===== config.mk =====
export PLATFORM = sky130hd
export DESIGN_NAME = ramdelay_ctrl
export DESIGN_NICKNAME = d
export VERILOG_FILES = /design/src/rtl/ramdelay_pkg.sv /design/src/rtl/ramdelay_ptr.sv /design/src/rtl/ramdelay_ctrl.sv
export SDC_FILE = /design/constraint.sdc
export NUM_CORES = 1
export LEC_CHECK = 0
export ABC_AREA = 1
export CAP_MARGIN = 20
export CORE_ASPECT_RATIO = 1.2
export CORE_MARGIN = 2
export CORE_UTILIZATION = 35
export DETAILED_ROUTE_END_ITERATION = 10
export HOLD_SLACK_MARGIN = 0.12
export PLACE_DENSITY = 0.78
export RECOVER_POWER = 25
export SYNTH_ARGS = -nofsm -noshare
export SYNTH_HDL_FRONTEND = slang
export SYNTH_SLANG_ARGS = --single-unit

===== constraint.sdc =====
create_clock -name clk_i -period 1.5 [get_ports clk_i]
set_input_delay 0.3 -clock clk_i [delete_from_list [all_inputs] [get_ports clk_i]]
set_output_delay 0.3 -clock clk_i [all_outputs]
set_load 0.02 [all_outputs]

===== src/rtl/ramdelay_pkg.sv =====
// Shared types and helpers for the RAM-backed delay line controller.
package ramdelay_pkg;

  // INIT only exists when the RAM clear sweep is built in; RUN is normal streaming.
  typedef enum logic {
    ST_INIT = 1'b0,
    ST_RUN  = 1'b1
  } state_e;

  // Next value of a counter that wraps at an arbitrary (non power-of-two) depth.
  function automatic logic [31:0] wrap_inc(input logic [31:0] cur, input logic [31:0] depth);
    return (cur == depth - 32'd1) ? 32'd0 : cur + 32'd1;
  endfunction

endpackage


===== src/rtl/ramdelay_ptr.sv =====
// Modulo-Depth counter with synchronous clear; used for the delay-line pointer
// and for the address sweep that clears the RAM after reset.
module ramdelay_ptr
  import ramdelay_pkg::*;
#(
  parameter int Depth = 8,
  parameter int Width = 3
) (
  input  logic             clk_i,
  input  logic             reset_ni,
  input  logic             clear_i,
  input  logic             inc_i,
  output logic [Width-1:0] cnt_o,
  output logic             last_o
);

  logic [Width-1:0] cnt_q;
  logic [Width-1:0] cnt_d;

  // Clear has priority over increment; increment wraps at Depth-1.
  always_comb begin
    cnt_d = cnt_q;
    if (clear_i) begin
      cnt_d = '0;
    end else if (inc_i) begin
      cnt_d = Width'(wrap_inc(32'(cnt_q), 32'(Depth)));
    end
  end

  // Counter register.
  always_ff @(posedge clk_i) begin
    if (!reset_ni) begin
      cnt_q <= '0;
    end else begin
      cnt_q <= cnt_d;
    end
  end

  assign cnt_o  = cnt_q;
  assign last_o = (cnt_q == Width'(Depth - 1));

endmodule


===== src/rtl/ramdelay_ctrl.sv =====
// Sequencing controller for a RAM-backed fixed delay line (external simple
// dual-port, synchronous-read RAM). One output per accepted input, equal to the
// input accepted CycleDelay transfers earlier; first CycleDelay outputs after
// reset/flush are forced to zero.
// Optional macro RAMDELAY_CLEAR_EN: after reset the RAM is swept to zero in an
// INIT state, after which outputs come straight from the RAM (no zero masking).
module ramdelay_ctrl
  import ramdelay_pkg::*;
#(
  parameter  int DataWidth  = 8,
  parameter  int CycleDelay = 8,
  localparam int AddrWidth  = $clog2(CycleDelay)
) (
  input  logic                 clk_i,
  input  logic                 reset_ni,
  input  logic                 flush_i,
  input  logic [DataWidth-1:0] data_i,
  input  logic                 valid_i,
  output logic                 ready_o,
  output logic                 valid_o,
  output logic [DataWidth-1:0] data_o,
  input  logic                 ready_i,
  output logic                 ram_wr_en_o,
  output logic [AddrWidth-1:0] ram_wr_addr_o,
  output logic [DataWidth-1:0] ram_wdata_o,
  output logic                 ram_rd_en_o,
  output logic [AddrWidth-1:0] ram_rd_addr_o,
  input  logic [DataWidth-1:0] ram_rdata_i,
  output logic                 primed_o
);

  if (CycleDelay < 2 || CycleDelay > 4096) begin : g_bad_depth
    $error("ramdelay_ctrl: CycleDelay must be in 2..4096");
  end

`ifdef RAMDELAY_CLEAR_EN
  localparam bit KeepPrimedOnFlush = 1'b1;
`else
  localparam bit KeepPrimedOnFlush = 1'b0;
`endif

  logic                 accept;
  logic                 run;
  logic                 init_done;
  logic [AddrWidth-1:0] ptr;
  logic                 ptr_last;

  logic                 valid_q;
  logic                 primed_q;
  logic                 zero_q;
  logic                 wr_en_q;
  logic [AddrWidth-1:0] wr_addr_q;
  logic [DataWidth-1:0] wdata_q;

  // Upstream may only push when the output slot is free or draining this cycle.
  assign ready_o = reset_ni && run && !flush_i && (!valid_q || ready_i);
  assign accept  = valid_i && ready_o;

  // Delay-line pointer; until primed it also serves as the priming count,
  // since both start at zero after reset/flush and advance per accept.
  ramdelay_ptr #(
    .Depth (CycleDelay),
    .Width (AddrWidth)
  ) u_ptr (
    .clk_i    (clk_i),
    .reset_ni (reset_ni),
    .clear_i  (flush_i),
    .inc_i    (accept),
    .cnt_o    (ptr),
    .last_o   (ptr_last)
  );

  // ---- stage 0: accept cycle issues the read of the oldest slot ----
  assign ram_rd_en_o   = accept;
  assign ram_rd_addr_o = ptr;

  // Output valid: set on accept, cleared on downstream transfer; flush wins.
  always_ff @(posedge clk_i) begin
    if (!reset_ni || flush_i) begin
      valid_q <= 1'b0;
    end else if (accept) begin
      valid_q <= 1'b1;
    end else if (ready_i) begin
      valid_q <= 1'b0;
    end
  end

  // Delayed write strobe/address so the write lands one cycle after the read.
  always_ff @(posedge clk_i) begin
    if (!reset_ni || flush_i) begin
      wr_en_q   <= 1'b0;
      wr_addr_q <= '0;
    end else begin
      wr_en_q <= accept;
      if (accept) begin
        wr_addr_q <= ptr;
      end
    end
  end

  // Write data register (datapath, no reset needed).
  always_ff @(posedge clk_i) begin
    if (accept) begin
      wdata_q <= data_i;
    end
  end

  // Priming flag and per-sample zero mask captured at accept time.
  always_ff @(posedge clk_i) begin
    if (!reset_ni) begin
      primed_q <= 1'b0;
      zero_q   <= 1'b1;
    end else begin
      if (init_done) begin
        primed_q <= 1'b1;
      end else if (flush_i) begin
        primed_q <= KeepPrimedOnFlush & primed_q;
      end else if (accept && ptr_last) begin
        primed_q <= 1'b1;
      end
      if (accept) begin
        zero_q <= !primed_q;
      end
    end
  end

  // ---- stage 1: RAM read data arrives; write of the previous sample ----
  assign valid_o  = valid_q;
  assign primed_o = primed_q;
  assign data_o   = zero_q ? '0 : ram_rdata_i;

`ifdef RAMDELAY_CLEAR_EN
  state_e               state_q;
  state_e               state_d;
  logic                 in_init;
  logic [AddrWidth-1:0] sweep;
  logic                 sweep_last;

  assign in_init = (state_q == ST_INIT) && reset_ni;
  assign run     = (state_q == ST_RUN);

  // Sweep address for zeroing the RAM; wraps back to 0 when finished.
  ramdelay_ptr #(
    .Depth (CycleDelay),
    .Width (AddrWidth)
  ) u_sweep (
    .clk_i    (clk_i),
    .reset_ni (reset_ni),
    .clear_i  (1'b0),
    .inc_i    (in_init),
    .cnt_o    (sweep),
    .last_o   (sweep_last)
  );

  // State register; reset always restarts the clear sweep.
  always_ff @(posedge clk_i) begin
    if (!reset_ni) begin
      state_q <= ST_INIT;
    end else begin
      state_q <= state_d;
    end
  end

  // Leave INIT once the last address has been written this cycle.
  always_comb begin
    state_d   = state_q;
    init_done = 1'b0;
    case (state_q)
      ST_INIT: begin
        if (sweep_last) begin
          state_d   = ST_RUN;
          init_done = 1'b1;
        end
      end
      ST_RUN:  state_d = ST_RUN;
      default: state_d = ST_INIT;
    endcase
  end

  assign ram_wr_en_o   = in_init || wr_en_q;
  assign ram_wr_addr_o = in_init ? sweep : wr_addr_q;
  assign ram_wdata_o   = in_init ? '0 : wdata_q;
`else
  assign run           = 1'b1;
  assign init_done     = 1'b0;
  assign ram_wr_en_o   = wr_en_q;
  assign ram_wr_addr_o = wr_addr_q;
  assign ram_wdata_o   = wdata_q;
`endif

endmodule

Yosys cells after proc, flatten, opt, wreduce, memory -nomap -nowiden. Index checks and enable logic that the tools add are counted.

Equal/unequal tests: 1. Reduce and logical (&&, ||, !) cells: 12. Multiplexer cells: 4. Bitwise logic cells: 1. Add/subtract/negate cells: 1.

Operators with widths (number): 2-to-1 mux 8 bit (1); logical AND 1 bit (4); zero test 1 bit (4); adder 3 x 1 -> 3 bit, second input constant (1); == test 3 bit, second input constant (1); 2-to-1 mux 3 bit (1); logical OR 1 bit (2); 2-to-1 mux 1 bit (2); nonzero test 2 bit (1); OR reduction 2 bit (1); NOT 1 bit (1).

Output and inout port bits: 27. Register bits: 18. Word-level logic and storage cells: 26. Bits of input ports: 21.

Logic depth before layout (Yosys ltp). Gate-level depths: netlist of run 1.

Depth after elaboration: 5. Depth in mapped cells: 7. Mapped depth without buffers: 7.

Modules after synthesis. From an unflattened synthesis of run 1, not the netlist that was laid out.

Cells, all modules: 76. Area, all modules: 718.2 um^2.

By module, submodules not included: ramdelay_ctrl (sequential area each 380.4 um^2, cells each 57, area an instance 574.3 um^2, times used 1); ramdelay_ptr (sequential area each 60.1 um^2, cells each 19, area an instance 143.9 um^2, times used 1).

Least setup slack after synthesis of run 1. Ideal clock, no wire load.

Path kind: reg2reg. Start: register valid_q, in the netlist valid_o. End: register wdata_q[0], in the netlist ram_wdata_o[0], enable pin. Stages on the path, launching flop included: 4. Required time: 1.136 ns. Arrival: 0.992 ns. Clock period less this slack: 1.356 ns. Setup time: 0.364 ns. Path slack: 0.144 ns. Buffers on the path: 0. Path through: dfxtp_1 -> nand2_1 -> nand3_2 -> inv_1.

Longest elaborated chain between the ends: 4.

RTL lines: start, declared (RTL line ramdelay_ctrl.sv:48) `logic valid_q;`; start signal, assigned (RTL line ramdelay_ctrl.sv:80) `valid_q <= 1'b0;`; start signal, assigned (RTL line ramdelay_ctrl.sv:82) `valid_q <= 1'b1;`; start signal, assigned (RTL line ramdelay_ctrl.sv:84) `valid_q <= 1'b0;`; zero test 1 bit (RTL line ramdelay_ctrl.sv:56) `assign ready_o = reset_ni && run && !flush_i && (!valid_q || ready_i);`; logical OR 1 bit (RTL line ramdelay_ctrl.sv:56); logical AND 1 bit (RTL line ramdelay_ctrl.sv:56); logical AND 1 bit (RTL line ramdelay_ctrl.sv:57) `assign accept = valid_i && ready_o;`; net ram_rd_en_o (RTL line ramdelay_ctrl.sv:26) `output logic ram_rd_en_o,`; end signal, assigned (RTL line ramdelay_ctrl.sv:104) `wdata_q <= data_i;`; end, declared (RTL line ramdelay_ctrl.sv:53) `logic [DataWidth-1:0] wdata_q;`.

The timed path passes the listed nets, and every way through them passes these cells. A chain may end at the register's enable or synchronous reset.

Final worst setup path of run 1.
Start: input ram_rdata_i[4]. End: output data_o[4].

Longest elaborated chain between the ends: 1.

RTL lines: start, declared (RTL line ramdelay_ctrl.sv:28) `input logic [DataWidth-1:0] ram_rdata_i,`; 2-to-1 mux 8 bit (RTL line ramdelay_ctrl.sv:130) `assign data_o = zero_q ? '0 : ram_rdata_i;`; end, declared (RTL line ramdelay_ctrl.sv:21) `output logic [DataWidth-1:0] data_o,`.

Every way passes these cells.

==> summary.md, run 1 <==
| Metric | Value |
|---|---|
| WHS Endpoint | zero_q |
| Initial Util | 36.4% |
| Syn_nets | 101 |
| Final core utilization | 61.3% |
| Boundary Pins | 48 |
| Pleak | 0.635 nW |
| Fmax achieved | between 600 and 700 MHz |
| Mapped cell area | 738 sq um |
| Worst-margin pin slew | 0.232 ns |
| Die Area | 2490 sq um |
| Hold depth | 2 |
| DRT iter0 DRCs | 5 |
| DR WL/cell | 11.7 um |
| Cells after Synth | 78 |
| Residual DRC | 0 |
| Largest net degree at the start of global routing | 12 |
| Clock Pin Slew Worst Setup and Hold Paths | 0.10 ns |
| Critical Path RT | around 1.2 ns |
| Hold Vio Cnt, Final | 0 |
| Pre-Repair DR Iteration Count | 4 |
| Synth Warn # | 0 |
| Global-route wire length before repair | 2570 um |
| Number of global-route vias before repair | 631 |
| Layout cell share with drive strength beyond 1 | a little under a fifth |
| Via count | ~700 |
| Setup Crit Path Kind | primary input to output port |
| Total CTS buffers | 3 |
| RSZ-0062 raised after global routing | yes |
| Die width | 45.9 um |
| Total track usage | 14.6% |
| Cells on worst reg2reg path | 7 |
| Largest area contributor in the netlist | edfxtp_1 |
| Placed cell areas | approximately 1300 sq um |
| Setup Viol. Count Final | 0 |
| Clk root buf | clkbuf_4 |
| Worst hold path class | primary input to flop |
| Nets | around 160 |
| Worst skew pair latency | 0.29 ns |
| Placer Congestion | 0.671 |
| Cell area after layout | 1240 sq um |
| Reg-to-reg slack, setup | 0.34 ns |
| Critical path launch point type | primary input |
| Startpoint of the worst hold path | reset_ni |
| Clock Skews | ~0.0057 ns |
| Fill count | 182 |
| H-tree levels | 1 |
| #FFs+latches synth | 18 |
| WHS | around 0.37 ns |
| Gr ovfl total | 0 |
| Critical Path Sink Type | output port |
| Final ANT Viol Nets | 0 |
| Core Box Area | between 2000 and 2500 sq um |
| Synthesized area per cell | 9.46 sq um |
| # rows | 18 |
| CTS tree | done |
| Synth top area cells | edfxtp_1, dfxtp_1, inv_1 |
| Synth unique cells | 17 |
| Register area share after synthesis | 59.7% |
| Wirelength, routed | 1790 um |
| Area occupied by multi-input gates | 218 sq um |
| Status | complete, no violations |
| Deepest clock path buffer count | 2 |
| Num Clock Sinks | 18 |
| IO Port Bufs | 47 |
| Top-area cell type share of the netlist area | 32.5% |
| Critical Path AT | 1.17 ns |
| PwrDens | between 700 and 800 nW/um^2 |
| FF-to-FF Start | u_ptr.cnt_o[0] |
| ANT cells | 0 |
| Max Cap Viol | 0 |
| Final Critical Period | 1.47 ns |
| Reg area | 442 sq um |
| Critical-path maximum fanout | 1 |
| HPWL Detailed | 1440 um |
| Number of antenna violations at the first check in global routing | 0 |
| Max IR drop VDD | roughly 430 uV |
| Vias per cell | 4.57 |
| Period Utilization, post-route | a little over nine tenths |
| Critical path origin | ram_rdata_i[4] |
| Relative slew slack | around 85% |
| Worst r2r dst | u_ptr.cnt_o[0] |
| Final Max Tran Viols | 0 |
| Overall die height | 54.3 um |
| P&R area growth vs syn | 68.3% |
-- cell type report --
| class | instances | area share (%) |
|---|---|---|
| clock inverters | 1 | 0.302 |
| well taps | 20 | 2.01 |
| clock buffers | 3 | 1.81 |
| flip-flops and latches | 18 | 35.5 |
| repair buffers | 53 | 37.4 |
| multi-input cells | 40 | 17.5 |
| inverters | 18 | 5.44 |
-- what timing repair did --
action                                 4_1_cts  5_1_grt
buffers inserted                             0        0
cloned                                       0        0
hold buffers                                 0        0
pin swaps                                    0        1
setup endpoints to repair                   27        8
gates resized for setup                     44       11
endpoints found under the hold margin        0        0
-- cells in the final DEF (no fill, tap or decap), types with 2 or more instances in the layout --
cell type and n:
dlygate4sd2_1 19, inv_1 16, nand2_1 11, clkdlybuf4s50_1 10
nor2_1 9, dfxtp_1 9, dlygate4sd3_1 8, edfxtp_1 8
buf_4 6, a21oi_1 5, nand3_1 4, clkbuf_2 4
nand4_1 3, clkbuf_4 3, inv_2 2, nand2_2 2
ha_1 2, clkdlybuf4s15_1 2, buf_2 2
-- routing by layer --
metal | GRT usage [%] | part of all wire (%) | vias up
met1 | 15.1 | 42 | 316
met4 | 8.57 | 2.4 | 0
met3 | 3.30 | 5.7 | 4
met5 | 0 | 0 | -
met2 | 26.2 | 49 | 27
li1 | - | - | 352
-- cell families (layout without fill, tap and decap cells) --
group	after synthesis	in the layout	share of synthesized area, %
buf+inv	20	75	11.2
flops	18	18	59.7
simple gates	31	31	20.8
fa+ha+maj	2	2	3.39
compound gates	7	7	4.91
-- flip-flops by register name (all words and copies together), names as in the netlist --
register       cells
ram_wdata_o        8
u_ptr.cnt_o        3
ram_wr_en_o        1
zero_q             1
valid_o            1
ram_wr_addr_o      3
primed_o           1
-- synth_stat cells, drive strengths merged --
cell type,n
inv,18
clkbuf,1
dfxtp,10
o21ai,1
nand2,13
nand3,5
edfxtp,8
a31oi,1
ha,2
nor2,10
a21oi,5
buf,1
nand4,3
-- worst max-delay path by stage --
stage | to | slack, ns | depth (start not counted)
3_5_place_dp | ram_rd_en_o | -0.54 | 6
4_1_cts | data_o[7] | 0.001 | 4
3_3_place_gp | ram_rd_en_o | -0.50 | 6
2_1_floorplan | ram_wdata_o[0] | 0.14 | 3
6_report | data_o[4] | 0.03 | 4
5_1_grt | ram_rd_en_o | -0.006 | 6
-- per-stage QoR --
| step | instances | setup WS, ns | TNS [ns] | total power [mW] |
|---|---|---|---|---|
| floorplan | 78 | 0.144 | 0 | 0.598 |
| CTS | 153 | 0.00110 | 0 | 0.931 |
| detailed placement | 149 | -0.538 | -4.48 | 0.702 |
| global placement | 149 | -0.501 | -3.90 | 0.698 |
| global route | 153 | -0.00597 | -0.00597 | 0.956 |
| finish | 153 | 0.0307 | 0 | 0.918 |
-- worst max-delay path, cell delays in order --
cell             delay (ns)
clkdlybuf4s50_1        0.46
inv_1                  0.04
nor2_1                 0.07
clkdlybuf4s15_1        0.30
-- power by group --
part	switching, mW	total [mW]	leakage (nW)	internal, mW
registers	0.00620	0.529	0.154	0.523
clock network	0.149	0.245	0.0154	0.0968
logic	0.0685	0.143	0.466	0.0749
total	0.223	0.918	0.635	0.695
Power figures use the tool's default switching activity.
==> inputs of run 2 (changes only) <==
Settings changed: CAP_MARGIN 20 to 40.
==> results of run 2 <==
The final DEF is identical to that of run 1; final timing and power are the same.
